==> src/rtl/pipe_stage_reg.sv <==
// Valid/ready pipeline stage: one registered entry, or main plus skid register when PIPE_STAGE_REG_SKID_EN is defined.
// Latency one cycle; backpressure holds out_data stable and counts stalled cycles in a saturating counter.
module pipe_stage_reg #(
    parameter int DATA_W         = 32,
    parameter int CNT_W          = 16,
    parameter int CLEAR_ON_FLUSH = 1
) (
    input  logic              clk,
    input  logic              reset,
    input  logic              flush,
    input  logic              in_valid,
    output logic              in_ready,
    input  logic [DATA_W-1:0] in_data,
    output logic              out_valid,
    input  logic              out_ready,
    output logic [DATA_W-1:0] out_data,
    output logic [CNT_W-1:0]  stall_cnt
);

    logic              valid_q;
    logic [DATA_W-1:0] main_q;
    logic              out_fire;

    assign out_valid = valid_q;
    assign out_data  = main_q;
    assign out_fire  = valid_q & out_ready;

`ifdef PIPE_STAGE_REG_SKID_EN

    typedef enum logic [1:0] {
        EMPTY = 2'd0,
        ONE   = 2'd1,
        FULL  = 2'd2
    } state_t;

    state_t            state;
    logic              ready_q;
    logic [DATA_W-1:0] skid_q;
    logic              in_fire;

    // in_ready is a pure flop so out_ready never reaches the upstream handshake.
    assign in_ready = ready_q;
    assign in_fire  = in_valid & ready_q;

    always_ff @(posedge clk) begin
        if (reset) begin
            state   <= EMPTY;
            valid_q <= 1'b0;
            ready_q <= 1'b1;
            main_q  <= '0;
            skid_q  <= '0;
        end else if (flush) begin
            state   <= EMPTY;
            valid_q <= 1'b0;
            ready_q <= 1'b1;
            if (CLEAR_ON_FLUSH != 0) begin
                main_q <= '0;
                skid_q <= '0;
            end
        end else begin
            case (state)
                EMPTY: begin
                    if (in_fire) begin
                        main_q  <= in_data;
                        valid_q <= 1'b1;
                        state   <= ONE;
                    end
                end
                ONE: begin
                    if (in_fire && out_fire) begin
                        main_q <= in_data;
                    end else if (in_fire) begin
                        skid_q  <= in_data;
                        ready_q <= 1'b0;
                        state   <= FULL;
                    end else if (out_fire) begin
                        valid_q <= 1'b0;
                        state   <= EMPTY;
                    end
                end
                FULL: begin
                    if (out_fire) begin
                        main_q  <= skid_q;
                        ready_q <= 1'b1;
                        state   <= ONE;
                    end
                end
                default: begin
                    state   <= EMPTY;
                    valid_q <= 1'b0;
                    ready_q <= 1'b1;
                end
            endcase
        end
    end

`else

    logic in_fire;

    // Accept when the register is empty or is being drained this same cycle.
    assign in_ready = ~valid_q | out_ready;
    assign in_fire  = in_valid & in_ready;

    always_ff @(posedge clk) begin
        if (reset) begin
            valid_q <= 1'b0;
            main_q  <= '0;
        end else if (flush) begin
            valid_q <= 1'b0;
            if (CLEAR_ON_FLUSH != 0) begin
                main_q <= '0;
            end
        end else if (in_fire) begin
            valid_q <= 1'b1;
            main_q  <= in_data;
        end else if (out_fire) begin
            valid_q <= 1'b0;
        end
    end

`endif

    // Stall history survives flush; only reset clears it.
    always_ff @(posedge clk) begin
        if (reset) begin
            stall_cnt <= '0;
        end else if (valid_q && !out_ready && (stall_cnt != {CNT_W{1'b1}})) begin
            stall_cnt <= stall_cnt + 1'b1;
        end
    end

endmodule
==> config.mk <==
export PLATFORM = sky130hd
export DESIGN_NAME = pipe_stage_reg
export DESIGN_NICKNAME = d
export VERILOG_FILES = /design/src/rtl/pipe_stage_reg.sv
export SDC_FILE = /design/constraint.sdc
export NUM_CORES = 1
export LEC_CHECK = 0
export ABC_AREA = 1
export CORE_UTILIZATION = 43
export CTS_CLUSTER_DIAMETER = 50
export DETAILED_ROUTE_END_ITERATION = 8
export PLACE_DENSITY_LB_ADDON = 0.15
export SYNTH_ARGS = -nofsm -noshare
export SYNTH_HDL_FRONTEND = slang
export SYNTH_SLANG_ARGS = --single-unit
==> constraint.sdc <==
create_clock -name clk -period 1.5 [get_ports clk]
set_clock_uncertainty 0.05 [all_clocks]
set_input_delay 0.15 -clock clk [delete_from_list [all_inputs] [get_ports clk]]
set_output_delay 0.15 -clock clk [all_outputs]
set_load 0.05 [all_outputs]
**After elaboration in Yosys (flattened, before gate mapping)**

Index checks and enable logic that the tools add are counted.

- Register bits: 49
- Input port bits: 37
- Output and inout bits: 50
- Logic and storage cells: 16

- Add/sub/neg operators: 1
- Equal/unequal tests: 1
- Multiplexer cells: 2
- Bitwise gates (word level): 4
- Reductions and logical operators: 5

Operators by type and width:

| kind | number |
|---|---|
| 16-bit by 1-bit adder with 16-bit output, second input constant | 1 |
| 16-bit != test, second input constant | 1 |
| 1-bit AND | 2 |
| 1-bit logical AND | 2 |
| 1-bit two-way mux | 2 |
| 2-bit nonzero test | 1 |
| 2-bit OR reduction | 1 |
| 1-bit logical NOT | 1 |
| 1-bit inverter | 1 |
| 1-bit OR | 1 |

**Longest topological paths before layout**

Gate-level depths: netlist (run 1).

- Word-level depth: 4
- Depth in mapped cells: 9
- Gate-level depth less buffers: 9

**Worst setup path after synthesis (run 1)**

OpenSTA, ideal clock, no wires.

- Path kind: flip-flop to flip-flop
- Start: reg stall_cnt[1]
- End: reg stall_cnt[13]
- Setup time: 0.117 ns
- Data arrival time: 1.683 ns
- Required time: 1.333 ns
- Path slack: -0.349 ns
- Stages on the path, launching flop included: 8
- Path buffers: 1
- Clock period less this slack: 1.849 ns
- Cells stage by stage: dfxtp_1 > ha_1 > nand3_2 > inv_4 > nand4_4 > buf_6 > a21oi_1 > nor2_1

- Word-level cells in the longest chain between the ends: 2
- Elaborated cells on any way between the ends: 3
- Classes of those cells: 1 x add/sub; 1 x eq/ne; 1 x reduce/logical

RTL lines:

| what | line | text |
|---|---|---|
| start: declaration | 17 | `output logic [CNT_W-1:0] stall_cnt` |
| start signal: assignment | 129 | `stall_cnt <= stall_cnt + 1'b1;` |
| parallel branches: the longest is 2 deep, another holds 16-bit by 1-bit adder with 16-bit output | n/a |  |

Several ways; the timed one is not identified.
A chain may end at the register's enable or synchronous reset.

**Worst setup path after layout (run 1)**

- Start: reg stall_cnt[0]
- End: reg stall_cnt[15]

Same word-level chain as after synthesis.

==> results of run 1 <==
[final cells by class]
type                       count  area share (%)
multi-input combinational    222            33.5
inverter                      20            2.40
clock buffer                   5            2.13
tap                           67            2.59
clock inverter                 3           0.619
timing repair buffer          97            27.6
sequential                    49            31.1
[timing repair]
item | CTS | global route
resized for setup | 0 | 8
setup endpoints to repair | 0 | 14
setup buffers | 0 | 0
[placed cells by master (no fill, tap or decap)]
| cell | Yosys | routed |
|---|---|---|
| inv_6 | 0 | 1 |
| nor2_1 | 40 | 35 |
| clkinv_2 | 0 | 1 |
| nor2_2 | 2 | 6 |
| dfxtp_4 | 0 | 2 |
| nand3_4 | 0 | 1 |
| nor2_4 | 3 | 4 |
| xor2_1 | 1 | 1 |
| dfxtp_1 | 49 | 32 |
| nand2_2 | 4 | 3 |
| dfxtp_2 | 0 | 15 |
| nand3_2 | 5 | 5 |
| clkdlybuf4s50_1 | 0 | 36 |
| buf_4 | 0 | 55 |
| and3_1 | 1 | 1 |
| inv_2 | 3 | 3 |
| inv_1 | 16 | 16 |
| nand4_4 | 1 | 1 |
| o21ai_0 | 3 | 3 |
| inv_4 | 1 | 2 |
| buf_12 | 0 | 6 |
| ha_4 | 0 | 1 |
| nor3_1 | 1 | 1 |
| a21oi_1 | 42 | 42 |
| or2_2 | 1 | 1 |
| clkbuf_8 | 0 | 5 |
| nand4_1 | 3 | 3 |
| nand2_1 | 101 | 101 |
| nand2_4 | 2 | 3 |
| xnor2_1 | 1 | 1 |
| nand3_1 | 10 | 9 |
[registers in the layout, indices dropped and copies added (netlist names)]
name / cells
out_data: 32
out_valid: 1
stall_cnt: 16
[per-layer routing]
layer  share of wire, %  up-vias
li1                   -     1141
met1                 44     1024
met2                 49       69
met3                6.7        4
met4               0.97        0
met5                  0        -
[cell families (layout without fill, tap and decap cells)]
kind of cell / count (synthesis) / count (layout) / share of synthesized area [%]
AND/OR/NAND/NOR: 174 / 174 / 36.2
flip-flops: 49 / 49 / 45.5
AO/OA/AOI/OAI: 45 / 45 / 10.4
buffers and inverters: 32 / 125 / 6.44
XOR/XNOR: 2 / 2 / 0.813
adder cells (fa/ha/maj): 1 / 1 / 0.580
[worst max-delay path, delay by kind of cell, from the launching register on]
kind	cells	cell delay, ps
flip-flops	1	390
AND/OR/NAND/NOR	3	390
buffers and inverters	1	100
AO/OA/AOI/OAI	1	210
adder cells (fa/ha/maj)	1	160
[power by group]
| group | switching [uW] | internal (uW) |
|---|---|---|
| registers | 19.3 | 1330 |
| logic | 223 | 169 |
| clock network | 454 | 333 |
[metrics by stage]
step | total power [uW] | util [%] | TNS, ps | instances | worst slack, ps
6_report | 2530 | 67.6 | 0 | 463 | 95.5
2_1_floorplan | 1590 | - | 0 | 303 | 30.6
4_1_cts | 2550 | 67.0 | 0 | 463 | 11.1
3_3_place_gp | 1770 | 65.1 | -2270 | 455 | -89.3
3_5_place_dp | 1770 | 65.1 | -3190 | 455 | -145
5_1_grt | 2630 | 67.6 | -42.7 | 463 | -17.2
[path summary, 6_finish.rpt]
path | startpoint | endpoint | depth (start not counted)
min reg2reg | out_data[26]$_SDFFE_PP0P_ | out_data[26]$_SDFFE_PP0P_ | 2
max | stall_cnt[0]$_SDFFE_PP0P_ | stall_cnt[15]$_SDFFE_PP0P_ | 6
max reg2reg | stall_cnt[0]$_SDFFE_PP0P_ | stall_cnt[15]$_SDFFE_PP0P_ | 6
min | in_data[15] | out_data[15]$_SDFFE_PP0P_ | 3
==> impl_metrics.csv, run 1 <==
group,metric,value,unit
place,portBuffers,86,
routing,wl_per_cell,11.4,um
global_route,gr-usage-met1,26.7,%
die,dieArea,0.00530,mm^2
synthesis,synthesis.nets,341,
timing,maxSlewViolCount,0,
timing,finalHoldViolations,0,
routing,totalWireLength,5280,um
clock_tree,clk_latency,300,ps
synthesis,synth_warnings,0,
final_layout,seq_area,0.00101,mm^2
synthesis,syn_inst,303,
worst_setup_path,crit_chain,"ha_4, nand3_4, inv_4, nand4_4, a21oi_1, nor2_1",
synthesis,synth-async-reset-ratio,0,%
worst_setup_path,required,1650,ps
worst_setup_path,slowest_delay,390,ps
global_route,grtUsageMet2,33.9,%
global_route,track_usage,20.9,%
worst_setup_path,crit_path_end_kind,"register",
synthesis,synth_top_area_cell,"dfxtp_1",
routing,drt_iter0_drc,97,
synthesis,yosys-top-cells-count,"101 x nand2_1, 49 x dfxtp_1, 42 x a21oi_1",
clock_tree,root_buffer,"clkbuf_8",
routing,num_vias,2238,
routing,viasPerCell,4.83,
timing,rsz0062_at_grt,"yes",
clock_tree,cts_tree,"done",
clock_tree,cts_hold_buf,0,
timing,max-slew-margin-rel,66.1,%
flow_run,maxCapViolCount,0,
clock_tree,cts_sinks,49,
timing,worst_pin_slew,507,ps
worst_setup_path,r2r_slack,100,ps
worst_setup_path,worstPathArrival,1560,ps
global_route,gr-max-usage-layer,"met2",
final_layout,diodes,0,
timing,fin_crit,1400,ps
routing,detail-route-antenna-nets,0,
timing,finalSetupViolCount,0,
synthesis,synth_edf_count,0,
timing,fmax,712,MHz
global_route,grt_max_degree,34,
pwr,powerDensity,781,mW/mm^2
synthesis,syn_avg_cell_area,7.11,um^2
final_layout,nFillCells,412,
global_route,antenna_found_initial,0,
die,die_w,72.8,um
synthesis,yosysSeqAreaShare,45.5,%
die,pin_count,87,
final_layout,nets,433,
routing,drtPass1Iterations,4,
place,place_area,0.00312,mm^2
clock_tree,clk_path_buf_depth,2,
place,place_congestion,0.881,
routing,drc_errors,0,
worst_setup_path,cp_max_fo,12,
final_layout,fin_area,0.00323,mm^2
die,die_y,72.8,um
clock_tree,cts.htree.levels,2,
synthesis,synth_cell_types,25,
clock_tree,cts_inserted_buffers,5,
worst_setup_path,worstSetupStartpointType,"register",
global_route,use_met3,6.77,%
status,outcome,"complete, no violations",
final_layout,multi_input_area,0.00108,mm^2
die,rows,25,
synthesis,syn_area,0.00216,mm^2
synthesis,synth_area_leaders,"dfxtp_1 46%, nand2_1 18%, a21oi_1 9.8%",
die,core_area,0.00479,mm^2
pwr,power.leakage,0.00137,uW
synthesis,synth_top_area_share,45.5,%
final_layout,syn_to_final_growth,50.0,%
final_layout,drive_above_1_share,29.0,%
clock_tree,clk_pin_slew,100,ps
die,start_util,45.0,%
synthesis,ys_seq_elements,49,
global_route,grt_pass1_wl,8690,um
timing,holdWs,340,ps
synthesis,yosysMostFrequentCell,"nand2_1",
global_route,first_global_vias,1997,
worst_setup_path,cp_slowest_cell,"dfxtp_4",
timing,post-route-period-util,93.6,%
global_route,grt_overflow,0,
place,dp_hpwl,4010,um
synthesis,ys_dominant_reg_cell,"dfxtp_1",
worst_hold_path,hold_class,"in -> reg",
pwr,peakVddDrop,521,uV
worst_setup_path,worst-setup-path-type,"reg -> reg",
Note: power is estimated with default switching activity, not from simulation.
==> run 2, diff against run 1 <==
Settings changed: HOLD_SLACK_MARGIN from default to 0.12.
==> results of run 2 <==
The final DEF is identical to that of run 1; final timing and power are the same.
==> run 3, diff against run 2 <==
Clock period 1.5 ns to 1.6 ns, I/O delays scaled along.
==> run 3 against run 2 <==
- utilization decreased by 2.0 points
- worst hold slack better by 20 ps
- count of clock-buffer cells in the layout grew 2
- critical endpoint is now stall_cnt[12]$_SDFFE_PP0P_
- largest cell class unchanged
==> impl_metrics.csv, run 3 (synthesis results as in run 1) <==
group,metric,value,unit
clock_tree,clk_pin_slew,90,ps
routing,viasPerCell,4.78,
clock_tree,clk_latency,300,ps
worst_setup_path,cp_max_fo,5,
clock_tree,clk_path_buf_depth,2,
final_layout,syn_to_final_growth,45.6,%
global_route,grt_overflow,0,
place,dp_hpwl,3980,um
global_route,antenna_found_initial,0,
timing,finalSetupViolCount,0,
final_layout,largest_reg_flops,32,
worst_setup_path,critPathBufInv,1,
timing,fin_crit,1490,ps
clock_tree,root_buffer,"clkbuf_8",
routing,drc_errors,0,
timing,worst_pin_slew,523,ps
die,die_w,72.8,um
final_layout,nets,430,
global_route,track_usage,20.7,%
place,place_congestion,0.931,
worst_setup_path,cp_common_cell,"nor2_1",
clock_tree,cts.htree.levels,2,
place,place_area,0.00302,mm^2
worst_setup_path,path_delay_family,"simple AND/OR/NAND/NOR gates",
timing,fin_ws,114,ps
final_layout,diodes,0,
pwr,power,2450,uW
flow_run,maxCapViolCount,0,
pwr,peakVddDrop,480,uV
die,rows,25,
final_layout,multi_input_area,0.00105,mm^2
final_layout,nFillCells,429,
routing,num_vias,2198,
place,dpl_worst_slack,-109,ps
routing,detail-route-antenna-nets,0,
worst_setup_path,cp_slowest_cell,"dfxtp_4",
worst_setup_path,crit_path_end_kind,"register",
final_layout,seq_area,0.00101,mm^2
clock_tree,cts_inserted_buffers,5,
worst_setup_path,worst-setup-path-type,"reg -> reg",
clock_tree,cts_sinks,49,
place,portBuffers,86,
die,start_util,45.0,%
global_route,first_global_vias,1916,
global_route,grt_max_degree,33,
die,pin_count,87,
worst_setup_path,crit_chain,"ha_1, nand3_2, inv_4, nand3_1, nor2_1, and3_1, nor2_1",
final_layout,drive_above_1_share,27.0,%
routing,drtPass1Iterations,4,
worst_setup_path,worstSetupStartpointType,"register",
clock_tree,cts_tree,"done",
timing,rsz0062_at_grt,"yes",
die,dieArea,0.00530,mm^2
die,core_area,0.00479,mm^2
timing,finalHoldViolations,0,
routing,totalWireLength,5300,um
final_layout,layout_commonest_cell,"nand2_1",
pwr,power.leakage,0.00134,uW
clock_tree,cts_hold_buf,0,
routing,drt_iter0_drc,114,
worst_hold_path,hold_class,"in -> reg",
worst_setup_path,worstPathArrival,1630,ps
timing,fmax,673,MHz
die,die_y,72.8,um
worst_setup_path,slowest_delay,370,ps
status,outcome,"complete, no violations",
timing,maxSlewViolCount,0,
global_route,grt_pass1_wl,8560,um
timing,post-route-period-util,92.8,%
timing,max-slew-margin-rel,65.1,%
final_layout,layout_common_cells,"101 x nand2_1, 56 x buf_4, 42 x a21oi_1",
pwr,powerDensity,779,mW/mm^2
routing,wl_per_cell,11.5,um
final_layout,fin_area,0.00314,mm^2
worst_setup_path,required,1750,ps
## run 3: tightest hold or removal path: cells and delay by family
kind / cells / cell delay [ps]
buf+inv: 1 / 390
simple gates: 1 / 60
compound gates: 1 / 50
## run 3: through the flow
| step | TNS, ps | util, % | std cells | hold slack (ps) |
|---|---|---|---|---|
| 3_5_place_dp | -1960 | 63.2 | 452 | 404 |
| 2_1_floorplan | 0 | - | 303 | 172 |
| 6_report | 0 | 65.6 | 460 | 360 |
| 4_1_cts | 0 | 65.4 | 460 | 352 |
| 5_1_grt | 0 | 65.6 | 460 | 357 |
| 3_3_place_gp | -489 | 63.2 | 452 | 398 |
## run 3: power breakdown
part	total [uW]	internal, uW	switching (uW)
clock	818	400	418
sequential	1260	1250	16.8
combinational	367	158	209
total	2450	1800	644
## run 3: metal layers
metal  global-route usage, %  vias up  wire (um)
li1                        -     1134          -
met1                    26.9      993       2330
met2                    33.5       66       2540
met3                    6.63        5        384
met4                    5.23        0         51
met5                       0        -          0
## run 3: worst paths after layout
| kind | from | endpoint | slack [ps] | cells past startpoint |
|---|---|---|---|---|
| hold reg to reg | out_data[15]$_SDFFE_PP0P_ | out_data[15]$_SDFFE_PP0P_ | 410 | 2 |
| setup reg to reg | stall_cnt[0]$_SDFFE_PP0P_ | stall_cnt[12]$_SDFFE_PP0P_ | 110 | 7 |
| hold / removal | in_data[1] | out_data[1]$_SDFFE_PP0P_ | 360 | 3 |
| setup / recovery | stall_cnt[0]$_SDFFE_PP0P_ | stall_cnt[12]$_SDFFE_PP0P_ | 110 | 7 |
## run 3: area by class of cell
| class | instances | share of cell area, % |
|---|---|---|
| sequential | 49 | 32.0 |
| clock inverter | 1 | 0.279 |
| timing repair buffer | 94 | 26.1 |
| multi-input combinational | 222 | 33.3 |
| tap | 67 | 2.67 |
| clock buffer | 7 | 3.07 |
| inverter | 20 | 2.47 |
## run 3: timing repair
| item | CTS | global route |
|---|---|---|
| hold endpoints to repair | 0 | 0 |
| setup buffers | 0 | 0 |
| setup endpoints to repair | 0 | 7 |
| gates resized for setup | 0 | 3 |
